`src/rtl/joybus_tx_pkg.sv`:
```
// Shared joybus transmitter definitions: state encoding, stop types and
// per-symbol low-quarter counts.
package joybus_tx_pkg;

    typedef enum logic [2:0] {
        ST_IDLE,
        ST_GUARD,
        ST_BIT_LOW,
        ST_BIT_HIGH,
        ST_STOP_LOW,
        ST_STOP_HIGH
    } state_t;

    localparam logic STOP_HOST = 1'b0;
    localparam logic STOP_DEV  = 1'b1;

    localparam int BIT0_LOW               = 3;
    localparam int BIT1_LOW               = 1;
    localparam int HOST_STOP_LOW          = 1;
    localparam int DEV_STOP_LOW           = 2;
    localparam int BIT_QUARTERS           = 4;
    localparam int STOP_HIGH_QUARTERS     = 2;
    localparam int MAX_BITS               = 32;
    localparam int DEFAULT_QUARTER_CYCLES = 49;

    // Low-quarter count of a data bit (isStop=0) or of a stop symbol (isStop=1).
    function automatic logic [1:0] symbolLowQuarters(input logic isStop, input logic value);
        if (isStop)
            return (value == STOP_HOST) ? 2'(HOST_STOP_LOW) : 2'(DEV_STOP_LOW);
        else
            return value ? 2'(BIT1_LOW) : 2'(BIT0_LOW);
    endfunction

endpackage

```
`src/rtl/joybus_quarter_timer.sv`:
```
// Free-running quarter-bit timer; restart holds it at the start of a quarter.
module joybus_quarter_timer #(
    parameter int QUARTER_CYCLES = 49
) (
    input  logic N64_CLK_i,
    input  logic CTRL_nRST,
    input  logic i_restart,
    output logic o_quarterTick,
    output logic o_midTick
);

    localparam logic [7:0] LAST_COUNT = 8'(QUARTER_CYCLES - 1);
    localparam logic [7:0] MID_COUNT  = 8'(QUARTER_CYCLES / 2);

    logic [7:0] r_cnt;

    always_ff @(posedge N64_CLK_i or negedge CTRL_nRST) begin
        if (!CTRL_nRST)
            r_cnt <= 8'd0;
        else if (i_restart || r_cnt == LAST_COUNT)
            r_cnt <= 8'd0;
        else
            r_cnt <= r_cnt + 8'd1;
    end

    assign o_quarterTick = !i_restart && (r_cnt == LAST_COUNT);
    assign o_midTick     = !i_restart && (r_cnt == MID_COUNT);

endmodule

```
`src/rtl/register_sync.sv`:
```
// Generic multi-bit two-flop synchronizer with a configurable reset preset.
module register_sync #(
    parameter int               WIDTH  = 1,
    parameter logic [WIDTH-1:0] PRESET = '0
) (
    input  logic             i_clk,
    input  logic             i_nRst,
    input  logic [WIDTH-1:0] i_d,
    output logic [WIDTH-1:0] o_q
);

    logic [WIDTH-1:0] r_meta;
    logic [WIDTH-1:0] r_sync;

    always_ff @(posedge i_clk or negedge i_nRst) begin
        if (!i_nRst) begin
            r_meta <= PRESET;
            r_sync <= PRESET;
        end else begin
            r_meta <= i_d;
            r_sync <= r_meta;
        end
    end

    assign o_q = r_sync;

endmodule

```
`src/rtl/joybus_tx.sv`:
```
// Joybus transmitter: guards for an idle-high line, then sends up to 32
// pulse-width encoded bits MSB first plus a host or device stop symbol.
module joybus_tx
    import joybus_tx_pkg::*;
#(
    parameter int QUARTER_CYCLES = joybus_tx_pkg::DEFAULT_QUARTER_CYCLES,
    parameter int GUARD_QUARTERS = 8
) (
    input  logic        N64_CLK_i,
    input  logic        CTRL_nRST,
    input  logic        start_i,
    input  logic [31:0] tx_data_i,
    input  logic [5:0]  tx_len_i,
    input  logic        stop_type_i,
    input  logic        CTRL_i,
    output logic        CTRL_oe_o,
    output logic        busy_o,
    output logic        done_o,
    output logic        err_o
);

    state_t      r_state, w_nextState;
    logic [31:0] r_shift, w_nextShift;
    logic [5:0]  r_bitCnt, w_nextBitCnt;
    logic        r_stopType, w_nextStopType;
    logic [1:0]  r_qCnt, w_nextQCnt;
    logic [7:0]  r_guardCnt, w_nextGuardCnt;
    logic        r_quarterHigh, w_nextQuarterHigh;
    logic        r_oe, r_busy, r_done, r_err;
    logic        w_nextDone, w_nextErr;

    logic        w_lineHigh;
    logic        w_quarterTick;
    logic        w_midTick;
    logic [1:0]  w_bitLowQ;
    logic [1:0]  w_stopLowQ;
    logic [5:0]  w_lenClamped;

    register_sync #(.WIDTH(1), .PRESET(1'b1)) u_ctrlSync (
        .i_clk  (N64_CLK_i),
        .i_nRst (CTRL_nRST),
        .i_d    (CTRL_i),
        .o_q    (w_lineHigh)
    );

    joybus_quarter_timer #(.QUARTER_CYCLES(QUARTER_CYCLES)) u_timer (
        .N64_CLK_i     (N64_CLK_i),
        .CTRL_nRST     (CTRL_nRST),
        .i_restart     (r_state == ST_IDLE),
        .o_quarterTick (w_quarterTick),
        .o_midTick     (w_midTick)
    );

    assign w_bitLowQ    = symbolLowQuarters(1'b0, r_shift[31]);
    assign w_stopLowQ   = symbolLowQuarters(1'b1, r_stopType);
    assign w_lenClamped = (tx_len_i > 6'(MAX_BITS)) ? 6'(MAX_BITS) : tx_len_i;

    always_ff @(posedge N64_CLK_i or negedge CTRL_nRST) begin
        if (!CTRL_nRST) begin
            r_state       <= ST_IDLE;
            r_shift       <= 32'd0;
            r_bitCnt      <= 6'd0;
            r_stopType    <= 1'b0;
            r_qCnt        <= 2'd0;
            r_guardCnt    <= 8'd0;
            r_quarterHigh <= 1'b0;
            r_oe          <= 1'b0;
            r_busy        <= 1'b0;
            r_done        <= 1'b0;
            r_err         <= 1'b0;
        end else begin
            r_state       <= w_nextState;
            r_shift       <= w_nextShift;
            r_bitCnt      <= w_nextBitCnt;
            r_stopType    <= w_nextStopType;
            r_qCnt        <= w_nextQCnt;
            r_guardCnt    <= w_nextGuardCnt;
            r_quarterHigh <= w_nextQuarterHigh;
            r_oe          <= (w_nextState == ST_BIT_LOW) || (w_nextState == ST_STOP_LOW);
            r_busy        <= (w_nextState != ST_IDLE);
            r_done        <= w_nextDone;
            r_err         <= w_nextErr;
        end
    end

    always_comb begin
        w_nextState       = r_state;
        w_nextShift       = r_shift;
        w_nextBitCnt      = r_bitCnt;
        w_nextStopType    = r_stopType;
        w_nextQCnt        = r_qCnt;
        w_nextGuardCnt    = r_guardCnt;
        w_nextQuarterHigh = r_quarterHigh;
        w_nextDone        = 1'b0;
        w_nextErr         = 1'b0;
        case (r_state)
            ST_IDLE: begin
                w_nextQCnt = 2'd0;
                if (start_i) begin
                    w_nextShift       = tx_data_i;
                    w_nextBitCnt      = w_lenClamped;
                    w_nextStopType    = stop_type_i;
                    w_nextGuardCnt    = 8'd0;
                    w_nextQuarterHigh = 1'b1;
                    w_nextState       = ST_GUARD;
                end
            end
            ST_GUARD: begin
                // A quarter only counts if every synchronized sample in it was high.
                w_nextQuarterHigh = r_quarterHigh & w_lineHigh;
                if (w_quarterTick) begin
                    w_nextQuarterHigh = 1'b1;
                    if (r_quarterHigh && w_lineHigh) begin
                        if (r_guardCnt == 8'(GUARD_QUARTERS - 1)) begin
                            w_nextGuardCnt = 8'd0;
                            w_nextState    = (r_bitCnt == 6'd0) ? ST_STOP_LOW : ST_BIT_LOW;
                        end else begin
                            w_nextGuardCnt = r_guardCnt + 8'd1;
                        end
                    end else begin
                        w_nextGuardCnt = 8'd0;
                    end
                end
            end
            ST_BIT_LOW: begin
                if (w_quarterTick) begin
                    if (r_qCnt == w_bitLowQ - 2'd1) begin
                        w_nextQCnt  = 2'd0;
                        w_nextState = ST_BIT_HIGH;
                    end else begin
                        w_nextQCnt = r_qCnt + 2'd1;
                    end
                end
            end
            ST_BIT_HIGH: begin
                if (w_midTick && !w_lineHigh) begin
                    w_nextErr   = 1'b1;
                    w_nextQCnt  = 2'd0;
                    w_nextState = ST_IDLE;
                end else if (w_quarterTick) begin
                    if (r_qCnt == 2'(BIT_QUARTERS - 1) - w_bitLowQ) begin
                        w_nextQCnt   = 2'd0;
                        w_nextBitCnt = r_bitCnt - 6'd1;
                        w_nextShift  = {r_shift[30:0], 1'b0};
                        w_nextState  = (r_bitCnt == 6'd1) ? ST_STOP_LOW : ST_BIT_LOW;
                    end else begin
                        w_nextQCnt = r_qCnt + 2'd1;
                    end
                end
            end
            ST_STOP_LOW: begin
                if (w_quarterTick) begin
                    if (r_qCnt == w_stopLowQ - 2'd1) begin
                        w_nextQCnt  = 2'd0;
                        w_nextState = ST_STOP_HIGH;
                    end else begin
                        w_nextQCnt = r_qCnt + 2'd1;
                    end
                end
            end
            ST_STOP_HIGH: begin
                if (w_midTick && !w_lineHigh) begin
                    w_nextErr   = 1'b1;
                    w_nextQCnt  = 2'd0;
                    w_nextState = ST_IDLE;
                end else if (w_quarterTick) begin
                    if (r_qCnt == 2'(STOP_HIGH_QUARTERS - 1)) begin
                        w_nextQCnt  = 2'd0;
                        w_nextDone  = 1'b1;
                        w_nextState = ST_IDLE;
                    end else begin
                        w_nextQCnt = r_qCnt + 2'd1;
                    end
                end
            end
            default: begin
                w_nextState = ST_IDLE;
            end
        endcase
    end

    assign CTRL_oe_o = r_oe;
    assign busy_o    = r_busy;
    assign done_o    = r_done;
    assign err_o     = r_err;

endmodule
```
`config.mk`:
```
export PLATFORM = sky130hd
export DESIGN_NAME = joybus_tx
export DESIGN_NICKNAME = d
export VERILOG_FILES = /design/src/rtl/joybus_tx_pkg.sv /design/src/rtl/joybus_quarter_timer.sv /design/src/rtl/register_sync.sv /design/src/rtl/joybus_tx.sv
export SDC_FILE = /design/constraint.sdc
export NUM_CORES = 1
export LEC_CHECK = 0
export CAP_MARGIN = 25
export CORE_MARGIN = 4
export CORE_UTILIZATION = 48
export DETAILED_ROUTE_END_ITERATION = 6
export PLACE_DENSITY = 0.78
export SYNTH_ARGS = -nofsm -noshare
export SYNTH_HDL_FRONTEND = slang
export SYNTH_HIERARCHICAL = 1
export SYNTH_SLANG_ARGS = --single-unit
```
`constraint.sdc`:
```
create_clock -name N64_CLK_i -period 9.3 [get_ports N64_CLK_i]
set_input_delay 1.395 -clock N64_CLK_i [delete_from_list [all_inputs] [get_ports N64_CLK_i]]
set_output_delay 1.395 -clock N64_CLK_i [all_outputs]
set_load 0.01 [all_outputs]
```
==> impl_metrics.env, run 1 <==
export IMPL_mostFrequentLayoutCell="dfrtp_1"
export IMPL_synthArstFlopShare=1.000
export IMPL_fin_util=0.6018
export IMPL_p_seq_frac=0.498
export IMPL_setup_viol=0
export IMPL_hold_violations=0
export IMPL_fin_hold_ws_ps=360.6
export IMPL_cts_buffers=9
export IMPL_start_util=0.5016
export IMPL_regToRegSetupSlack_ps=6010
export IMPL_ctsHtreeMaxLevel=3
export IMPL_post_cts_buffers=0
export IMPL_fmax_mhz=303.8
export IMPL_synth_ff_type="dfrtp_1"
export IMPL_drive_gt1_frac=0.09195
export IMPL_syn_inst=389
export IMPL_internal_power_mw=0.5704
export IMPL_setup_tns_final_ps=0
export IMPL_r2r_end="r_bitCnt[2]"
export IMPL_status="finished, final reports clean"
export IMPL_ys_seq_elements=67
export IMPL_ctsHoldBuffers=0
export IMPL_setup_worst_path_end_class="flop"
export IMPL_row_count=31
export IMPL_slowest_delay_ps=850
export IMPL_reg2regPathDepth=10
export IMPL_antenna_cells=0
export IMPL_dieWidth_um=95.53
export IMPL_yosysTopAreaCell="dfrtp_1"
export IMPL_fin_skew_ps=13.85
export IMPL_grt_antenna_before_repair=0
export IMPL_relSlewSlack=0.3808
export IMPL_switchingPower_mw=0.2488
export IMPL_critPathArrivalTime_ps=3490
export IMPL_ys_seq_area_frac=0.4566
export IMPL_post_cts_resized=0
export IMPL_core_mm2=0.007331
export IMPL_crit_path_max_fanout=74
export IMPL_nFillCells=624
export IMPL_rr_startpoint="r_state[0]"
export IMPL_min_path_cells=0
export IMPL_grt_pass1_wl_mm=12.90
export IMPL_post_place_ws_ps=5720
export IMPL_portBuffers=46
export IMPL_multi_input_area_mm2=0.001858
export IMPL_cts_sinks=67
export IMPL_wl_per_cell_um=13.87
export IMPL_drc=0
export IMPL_min_period_ps=3292
export IMPL_ios=47
export IMPL_gp_congestion=0.8039
export IMPL_worst_pin_slew_ps=921.7
export IMPL_drt_initial_drc_count=144
export IMPL_syn_cell_area_mm2=0.003677
export IMPL_timing_final_crit_share=0.3540
export IMPL_final_cell_mix="65 x dfrtp_1, 60 x o21ai_0, 51 x nand2_1"
export IMPL_synth_top_cell_area_share=0.4423
export IMPL_final_nets=482
export IMPL_hp_start="u_ctrlSync/r_meta"
export IMPL_grt_overflow=0
export IMPL_cp_required_ps=9500
export IMPL_syn_avg_cell_area_um2=9.453
export IMPL_maxSlewViolCount=0
export IMPL_die_y_um=95.53
export IMPL_hold_path_class="flop to flop"
export IMPL_grtUsageTotal=0.1793
export IMPL_p_clk_frac=0.300
export IMPL_die_area_mm2=0.009125
export IMPL_crit_path_top_delay_cell="nor3_1"
export IMPL_ys_warn_count=6
export IMPL_cts_max_path_buffers=2
export IMPL_num_vias=2994
export IMPL_setup_ws_ps=6008
export IMPL_ir_worst_vdd_uv=113.1
export IMPL_root_buffer="clkbuf_8"
export IMPL_viasPerCell=5.607
export IMPL_synth_cell_types=62
export IMPL_first_global_vias=2844
export IMPL_rsz0062_at_grt="no"
export IMPL_p_leak_nw=1.780
export IMPL_clk_latency_ps=350
export IMPL_first_pass_iters=4
export IMPL_synth_edf_count=0
export IMPL_path_cells="nor3_1 -> inv_1 -> nand4_1 -> nor2_1 -> nor2b_1 -> nor3_1 -> o21ai_4 -> buf_4 -> o21ai_0 -> o21ai_0"
export IMPL_critPathLaunchType="flop"
export IMPL_syn2layout_area_growth_pct=19.97
export IMPL_synth_nets=441
export IMPL_p_per_area_mw_per_mm2=185.7
export IMPL_dp_hpwl_mm=5.196
export IMPL_synthTopCellsByArea="dfrtp_1 44%, mux2i_1 8.4%, o21ai_0 8.3%"
export IMPL_p_sw_frac=0.3037
export IMPL_min_to="u_ctrlSync/o_q"
export IMPL_tritoncts="built"
export IMPL_ant_nets=0
export IMPL_path_class="flop to flop"
export IMPL_clkSlewWorstSetupHoldPaths_ps=70
export IMPL_p_comb_frac=0.202
export IMPL_ff_latch_area_mm2=0.001679
export IMPL_cap_violations=0
export IMPL_grt_start_max_net_pins=75
export IMPL_routed_wl_mm=7.404
export IMPL_design_power_total_mw=0.8192
[layout make-up]
| cell class | instances | area share |
|---|---|---|
| well taps | 99 | 0.02808 |
| clock inverters | 4 | 0.01106 |
| multi-input cells | 289 | 0.4212 |
| clock buffers | 12 | 0.03517 |
| repair buffers | 50 | 0.1129 |
| inverters | 13 | 0.01106 |
| flip-flops and latches | 67 | 0.3806 |
[power groups by stage]
stage	Clock (mW)	Sequential, mW	Combinational [mW]
after floorplan	0	0.394	0.133
after global placement	0	0.409	0.160
after detailed placement	0	0.413	0.168
after CTS	0.254	0.408	0.168
after global routing	0.265	0.418	0.192
final	0.246	0.408	0.166
[worst max-delay path by stage]
stage                startpoint          end
2_1_floorplan  u_timer/r_cnt[0]    CTRL_oe_o
3_3_place_gp            start_i  r_bitCnt[2]
3_5_place_dp            start_i  r_bitCnt[3]
4_1_cts              r_state[0]  r_bitCnt[3]
5_1_grt              r_state[0]  r_bitCnt[5]
6_report             r_state[0]  r_bitCnt[2]
[cell usage after synthesis (all sizes together) (2+ instances only)]
| cell type | number |
|---|---|
| dfrtp | 65 |
| o21ai | 61 |
| nand2 | 51 |
| mux2i | 31 |
| nor2 | 25 |
| nand3 | 14 |
| a21oi | 13 |
| inv | 13 |
| buf | 12 |
| a31oi | 9 |
| ha | 9 |
| clkbuf | 8 |
| nor3 | 7 |
| and3 | 5 |
| o31ai | 5 |
| nand2b | 4 |
| nor3b | 4 |
| nand4 | 3 |
| nor4 | 3 |
| or3b | 3 |
| xnor2 | 3 |
| a311oi | 2 |
| a32oi | 2 |
| dfstp | 2 |
| mux2 | 2 |
| nand3b | 2 |
| or2 | 2 |
| or3 | 2 |
| or4 | 2 |
| or4b | 2 |
| xor2 | 2 |
[logic make-up after synthesis]
kind of cell	Yosys count	share of synthesized area
fa+ha+maj	9	0.03062
flops	67	0.4566
compound gates	106	0.1780
xor+xnor	5	0.01191
simple gates	136	0.1909
mux	33	0.09051
buf+inv	33	0.04151
[critical path: cells and delay by family, from the launching register on]
kind	cells	cell delay (ps)
AO/OA/AOI/OAI	3	370
AND/OR/NAND/NOR	5	1610
flip-flops	1	620
buffers and inverters	2	530
[layer usage]
metal	wire, um	part of all wire	global-route usage	up-vias
met4	80	0.011	0.05213	0
met5	0	0	0	-
met2	3465	0.47	0.2837	93
met1	3316	0.45	0.2319	1407
li1	-	-	-	1484
met3	542	0.073	0.06314	10
[stage by stage]
step                cell area [um2]  cells
finish                         4412    534
global route                   4412    534
CTS                            4392    533
detailed placement             4188    517
global placement               4188    517
floorplan                      3677    389
[flip-flops by register name, indices dropped and copies added, names as in the netlist, 2 cells and up]
signal         cells
r_shift           32
r_guardCnt         8
u_timer/r_cnt      8
r_bitCnt           6
r_state            3
r_qCnt             2
No activity file was read; power rests on OpenSTA's default activity.
==> run 2: changes to the inputs <==
Clock period 9.3 ns to 3.1 ns, I/O delays scaled along.
==> impl_metrics.env, run 2 (synthesized netlist as in run 1, its figures left out) <==
export IMPL_ctsHoldBuffers=0
export IMPL_crit_path_max_fanout=64
export IMPL_start_util=0.5016
export IMPL_root_buffer="clkbuf_8"
export IMPL_first_pass_iters=4
export IMPL_grt_pass1_wl_mm=13.10
export IMPL_final_cell_mix="65 x dfrtp_1, 60 x o21ai_0, 51 x nand2_1"
export IMPL_path_cells="inv_1 -> ha_1 -> or4b_4 -> nor2_1 -> nor2b_1 -> nor3_1 -> o21ai_4 -> buf_12 -> o21ai_0"
export IMPL_dieWidth_um=95.53
export IMPL_drt_initial_drc_count=265
export IMPL_cts_sinks=67
export IMPL_path_buf_inv=2
export IMPL_rr_startpoint="u_timer/r_cnt[0]"
export IMPL_crit_path_top_delay_cell="or4b_4"
export IMPL_setup_ws_ps=319.4
export IMPL_post_cts_resized=0
export IMPL_setup_viol=0
export IMPL_reg2regPathDepth=9
export IMPL_path_delay_family="simple AND/OR/NAND/NOR gates"
export IMPL_dp_hpwl_mm=5.446
export IMPL_maxSlewViolCount=0
export IMPL_hold_path_class="input port to asynchronous set/reset pin"
export IMPL_wl_per_cell_um=14.29
export IMPL_place_area_mm2=0.004257
export IMPL_grtUsageTotal=0.1823
export IMPL_regToRegSetupSlack_ps=320
export IMPL_status="finished, final reports clean"
export IMPL_dp_cells=522
export IMPL_cp_required_ps=3320
export IMPL_first_global_vias=2884
export IMPL_row_count=31
export IMPL_regMostFlops="r_shift"
export IMPL_mostFrequentLayoutCell="dfrtp_1"
export IMPL_top_regs="r_shift (32), r_guardCnt (8), u_timer/r_cnt (8)"
export IMPL_ant_nets=0
export IMPL_clkSlewWorstSetupHoldPaths_ps=70
export IMPL_gp_congestion=0.8822
export IMPL_drive_gt1_frac=0.1048
export IMPL_drc=0
export IMPL_grt_overflow=0
export IMPL_cts_max_path_buffers=2
export IMPL_ctsHtreeMaxLevel=3
export IMPL_fin_area_mm2=0.004479
export IMPL_ir_worst_vdd_uv=386.0
export IMPL_largest_reg_flops=32
export IMPL_die_y_um=95.53
export IMPL_post_place_ws_ps=334.6
export IMPL_design_power_total_mw=2.553
export IMPL_fmax_mhz=359.6
export IMPL_setup_worst_path_end_class="flop"
export IMPL_post_cts_buffers=0
export IMPL_path_class="flop to flop"
export IMPL_worst_pin_slew_ps=752.7
export IMPL_r2r_end="r_shift[1]"
export IMPL_ff_latch_area_mm2=0.001679
export IMPL_timing_final_crit_share=0.8970
export IMPL_grt_antenna_before_repair=0
export IMPL_num_vias=2993
export IMPL_portBuffers=46
export IMPL_ios=47
export IMPL_nFillCells=591
export IMPL_critPathArrivalTime_ps=3000
export IMPL_instances_no_fill=538
export IMPL_critPathLaunchType="flop"
export IMPL_hold_violations=0
export IMPL_min_period_ps=2781
export IMPL_relSlewSlack=0.4982
export IMPL_cts_buffers=9
export IMPL_syn2layout_area_growth_pct=21.81
export IMPL_grt_start_max_net_pins=65
export IMPL_p_leak_nw=1.812
export IMPL_clk_latency_ps=350
export IMPL_die_area_mm2=0.009125
export IMPL_rsz0062_at_grt="no"
export IMPL_p_per_area_mw_per_mm2=569.9
export IMPL_multi_input_area_mm2=0.001864
export IMPL_fin_skew_ps=11.70
export IMPL_final_nets=486
export IMPL_routed_wl_mm=7.689
export IMPL_slowest_delay_ps=520
export IMPL_antenna_cells=0
export IMPL_cap_violations=0
export IMPL_core_mm2=0.007331
export IMPL_tritoncts="built"
export IMPL_viasPerCell=5.563
export IMPL_setup_tns_final_ps=0
run 2: changes by cell type in the layout (fill, tap and decap cells not counted):
| cell | before | now |
|---|---|---|
| nor4_1 | 3 | 2 |
| inv_6 | 0 | 3 |
| bufinv_16 | 1 | 2 |
| clkinv_4 | 1 | 0 |
| clkbuf_1 | 1 | 0 |
| buf_4 | 3 | 6 |
| clkinvlp_4 | 0 | 1 |
| clkbuf_8 | 11 | 9 |
| clkinv_2 | 2 | 1 |
| nor4_2 | 0 | 1 |
| buf_12 | 1 | 2 |
run 2: final cells by class:
class | instances | share of cell area
Inverter | 13 | 0.01089
Timing Repair Buffer | 54 | 0.1207
Tap cell | 99 | 0.02765
Clock buffer | 9 | 0.02765
Multi-Input combinational cell | 289 | 0.4162
Sequential cell | 67 | 0.3749
Clock inverter | 7 | 0.02207
run 2: worst max-delay path by stage:
stage	startpoint	to	slack [ps]	cells after the start
after floorplan	u_timer/r_cnt[0]	CTRL_oe_o	230	10
after global placement	u_timer/r_cnt[0]	CTRL_oe_o	460	9
after detailed placement	u_timer/r_cnt[0]	r_shift[9]	330	9
after CTS	u_timer/r_cnt[0]	CTRL_oe_o	310	9
after global routing	u_timer/r_cnt[0]	r_state[2]	130	9
final	u_timer/r_cnt[0]	r_shift[1]	320	9
run 2: routing by layer:
layer / GRT usage / vias up / routed length, um
li1: - / 1490 / -
met1: 0.2356 / 1411 / 3481
met2: 0.2959 / 84 / 3706
met3: 0.04972 / 8 / 423
met4: 0.05924 / 0 / 78
met5: 0 / - / 0
run 2: per-stage QoR:
| stage | hold WS (ps) | utilization |
|---|---|---|
| 5_1_grt | 103.4 | 0.6110 |
| 6_report | 68.67 | 0.6110 |
| 3_5_place_dp | 346.8 | 0.5806 |
| 2_1_floorplan | 169.4 | - |
| 3_3_place_gp | 346.5 | 0.5806 |
| 4_1_cts | 80.57 | 0.6110 |
run 2: worst register-to-register path: cells and delay by family, from the launching register on:
family                   cells  cell delay [ps]
AND/OR/NAND/NOR              4             1260
AO/OA/AOI/OAI                2              480
flip-flops                   1              430
buffers and inverters        2              360
adder cells (fa/ha/maj)      1              130
run 2: power breakdown:
part           internal (mW)  total [mW]  switching (mW)
logic                  0.245       0.517           0.272
clock network          0.459       0.812           0.353
registers               1.06        1.22           0.164
total                   1.76        2.55           0.789
==> run 3: changes to the inputs <==
Settings changed: CORE_MARGIN 4 to 5.
==> impl_metrics.env, run 3 (synthesized netlist as in run 1, its figures left out) <==
export IMPL_largest_reg_flops=32
export IMPL_routed_wl_mm=7.873
export IMPL_antenna_cells=0
export IMPL_grt_start_max_net_pins=60
export IMPL_maxSlewViolCount=0
export IMPL_die_y_um=97.53
export IMPL_hold_violations=0
export IMPL_portBuffers=46
export IMPL_crit_path_max_fanout=59
export IMPL_dp_hpwl_mm=5.642
export IMPL_cp_required_ps=3320
export IMPL_core_mm2=0.007607
export IMPL_clkSlewWorstSetupHoldPaths_ps=70
export IMPL_rsz0062_at_grt="no"
export IMPL_cap_violations=0
export IMPL_place_area_mm2=0.004268
export IMPL_p_comb_frac=0.214
export IMPL_internal_power_mw=1.689
export IMPL_regMostFlops="r_shift"
export IMPL_final_cell_mix="65 x dfrtp_1, 60 x o21ai_0, 51 x nand2_1"
export IMPL_p_seq_frac=0.502
export IMPL_first_global_vias=3005
export IMPL_p_per_area_mw_per_mm2=546.5
export IMPL_fin_util=0.5849
export IMPL_grt_antenna_before_repair=0
export IMPL_top_regs="r_shift (32), r_guardCnt (8), u_timer/r_cnt (8)"
export IMPL_ctsHtreeMaxLevel=3
export IMPL_ant_nets=0
export IMPL_die_area_mm2=0.009511
export IMPL_timing_final_crit_share=0.9094
export IMPL_gp_congestion=0.8572
export IMPL_ios=47
export IMPL_root_buffer="clkbuf_8"
export IMPL_first_pass_iters=4
export IMPL_slowest_delay_ps=530
export IMPL_final_nets=487
export IMPL_start_util=0.4834
export IMPL_path_class="flop to flop"
export IMPL_crit_path_top_delay_cell="or4b_4"
export IMPL_grt_overflow=0
export IMPL_row_count=32
export IMPL_switchingPower_mw=0.7428
export IMPL_cts_max_path_buffers=2
export IMPL_critPathLaunchType="flop"
export IMPL_instances_no_fill=540
export IMPL_worst_pin_slew_ps=816.6
export IMPL_ir_worst_vdd_uv=240.4
export IMPL_drc=0
export IMPL_clk_latency_ps=340
export IMPL_post_cts_buffers=0
export IMPL_tritoncts="built"
export IMPL_p_clk_frac=0.283
export IMPL_post_cts_resized=0
export IMPL_fin_area_mm2=0.004449
export IMPL_setup_viol=0
export IMPL_fin_skew_ps=8.634
export IMPL_grtUsageTotal=0.1728
export IMPL_ctsHoldBuffers=0
export IMPL_drt_initial_drc_count=177
export IMPL_num_vias=3018
export IMPL_critPathArrivalTime_ps=3040
export IMPL_p_sw_frac=0.3055
export IMPL_viasPerCell=5.589
export IMPL_hold_path_class="input port to asynchronous set/reset pin"
export IMPL_wl_per_cell_um=14.58
export IMPL_drive_gt1_frac=0.1005
export IMPL_dp_cells=526
export IMPL_dieWidth_um=97.53
export IMPL_mostFrequentLayoutCell="dfrtp_1"
export IMPL_path_cells="inv_1 -> ha_1 -> or4b_4 -> nor4_2 -> buf_4 -> nand3_1 -> a21oi_1 -> o21ai_4 -> buf_12 -> a22o_1"
export IMPL_setup_tns_final_ps=0
export IMPL_status="finished, final reports clean"
export IMPL_cts_sinks=67
export IMPL_setup_worst_path_end_class="flop"
export IMPL_min_period_ps=2819
export IMPL_grt_pass1_wl_mm=13.71
export IMPL_reg2regPathDepth=10
export IMPL_cts_buffers=9
export IMPL_relSlewSlack=0.4556
export IMPL_fmax_mhz=354.7
export IMPL_syn2layout_area_growth_pct=20.99
export IMPL_p_leak_nw=1.802
==> run 3: critical path, delay by kind of cell, from the launching register on <==
family | cells | cell delay, ps
adders and majority gates | 1 | 140
AOI/OAI and AO/OA | 3 | 760
and+or+nand+nor | 3 | 830
buffers and inverters | 3 | 540
DFF | 1 | 420
==> run 3: power by group through the flow <==
stage / Clock (mW) / Combinational [mW] / Sequential, mW
global route: 0.744 / 0.602 / 1.25
CTS: 0.704 / 0.528 / 1.22
finish: 0.689 / 0.521 / 1.22
global placement: 0 / 0.498 / 1.22
floorplan: 0 / 0.404 / 1.18
detailed placement: 0 / 0.527 / 1.23
==> run 3: per-stage QoR <==
step	worst slack (ps)	hold slack [ps]	power (mW)
2_1_floorplan	228.8	169.4	1.585
3_3_place_gp	369.4	346.1	1.722
3_5_place_dp	324.3	346.8	1.759
4_1_cts	301.8	233.5	2.452
5_1_grt	103.8	266.3	2.593
6_report	281.0	211.7	2.431
==> run 3: layer usage <==
metal,share of wire,up-vias,GRT usage
li1,-,1492,-
met4,0.012,0,0.06603
met1,0.45,1428,0.2338
met5,0,-,0
met2,0.48,88,0.2688
met3,0.057,10,0.04020
==> run 3: path summary, 6_finish.rpt <==
path,from,to,slack (ps)
setup / recovery,u_timer/r_cnt[0],r_shift[0],280
hold / removal,CTRL_nRST,u_timer/r_cnt[6],210
setup reg to reg,u_timer/r_cnt[0],r_shift[0],280
hold reg to reg,u_ctrlSync/r_meta,u_ctrlSync/o_q,360
max in group asynchronous,CTRL_nRST,u_ctrlSync/r_meta,2180
min in group N64_CLK_i,u_ctrlSync/r_meta,u_ctrlSync/o_q,360
==> run 3: final cells by class <==
cell class	count	area, um2
fill	692	3158
multi-input combinational	289	1864
sequential	67	1679
timing repair buffer	55	548.0
clock buffer	11	141.4
tap	102	127.6
inverter	13	48.80
clock inverter	3	40.04
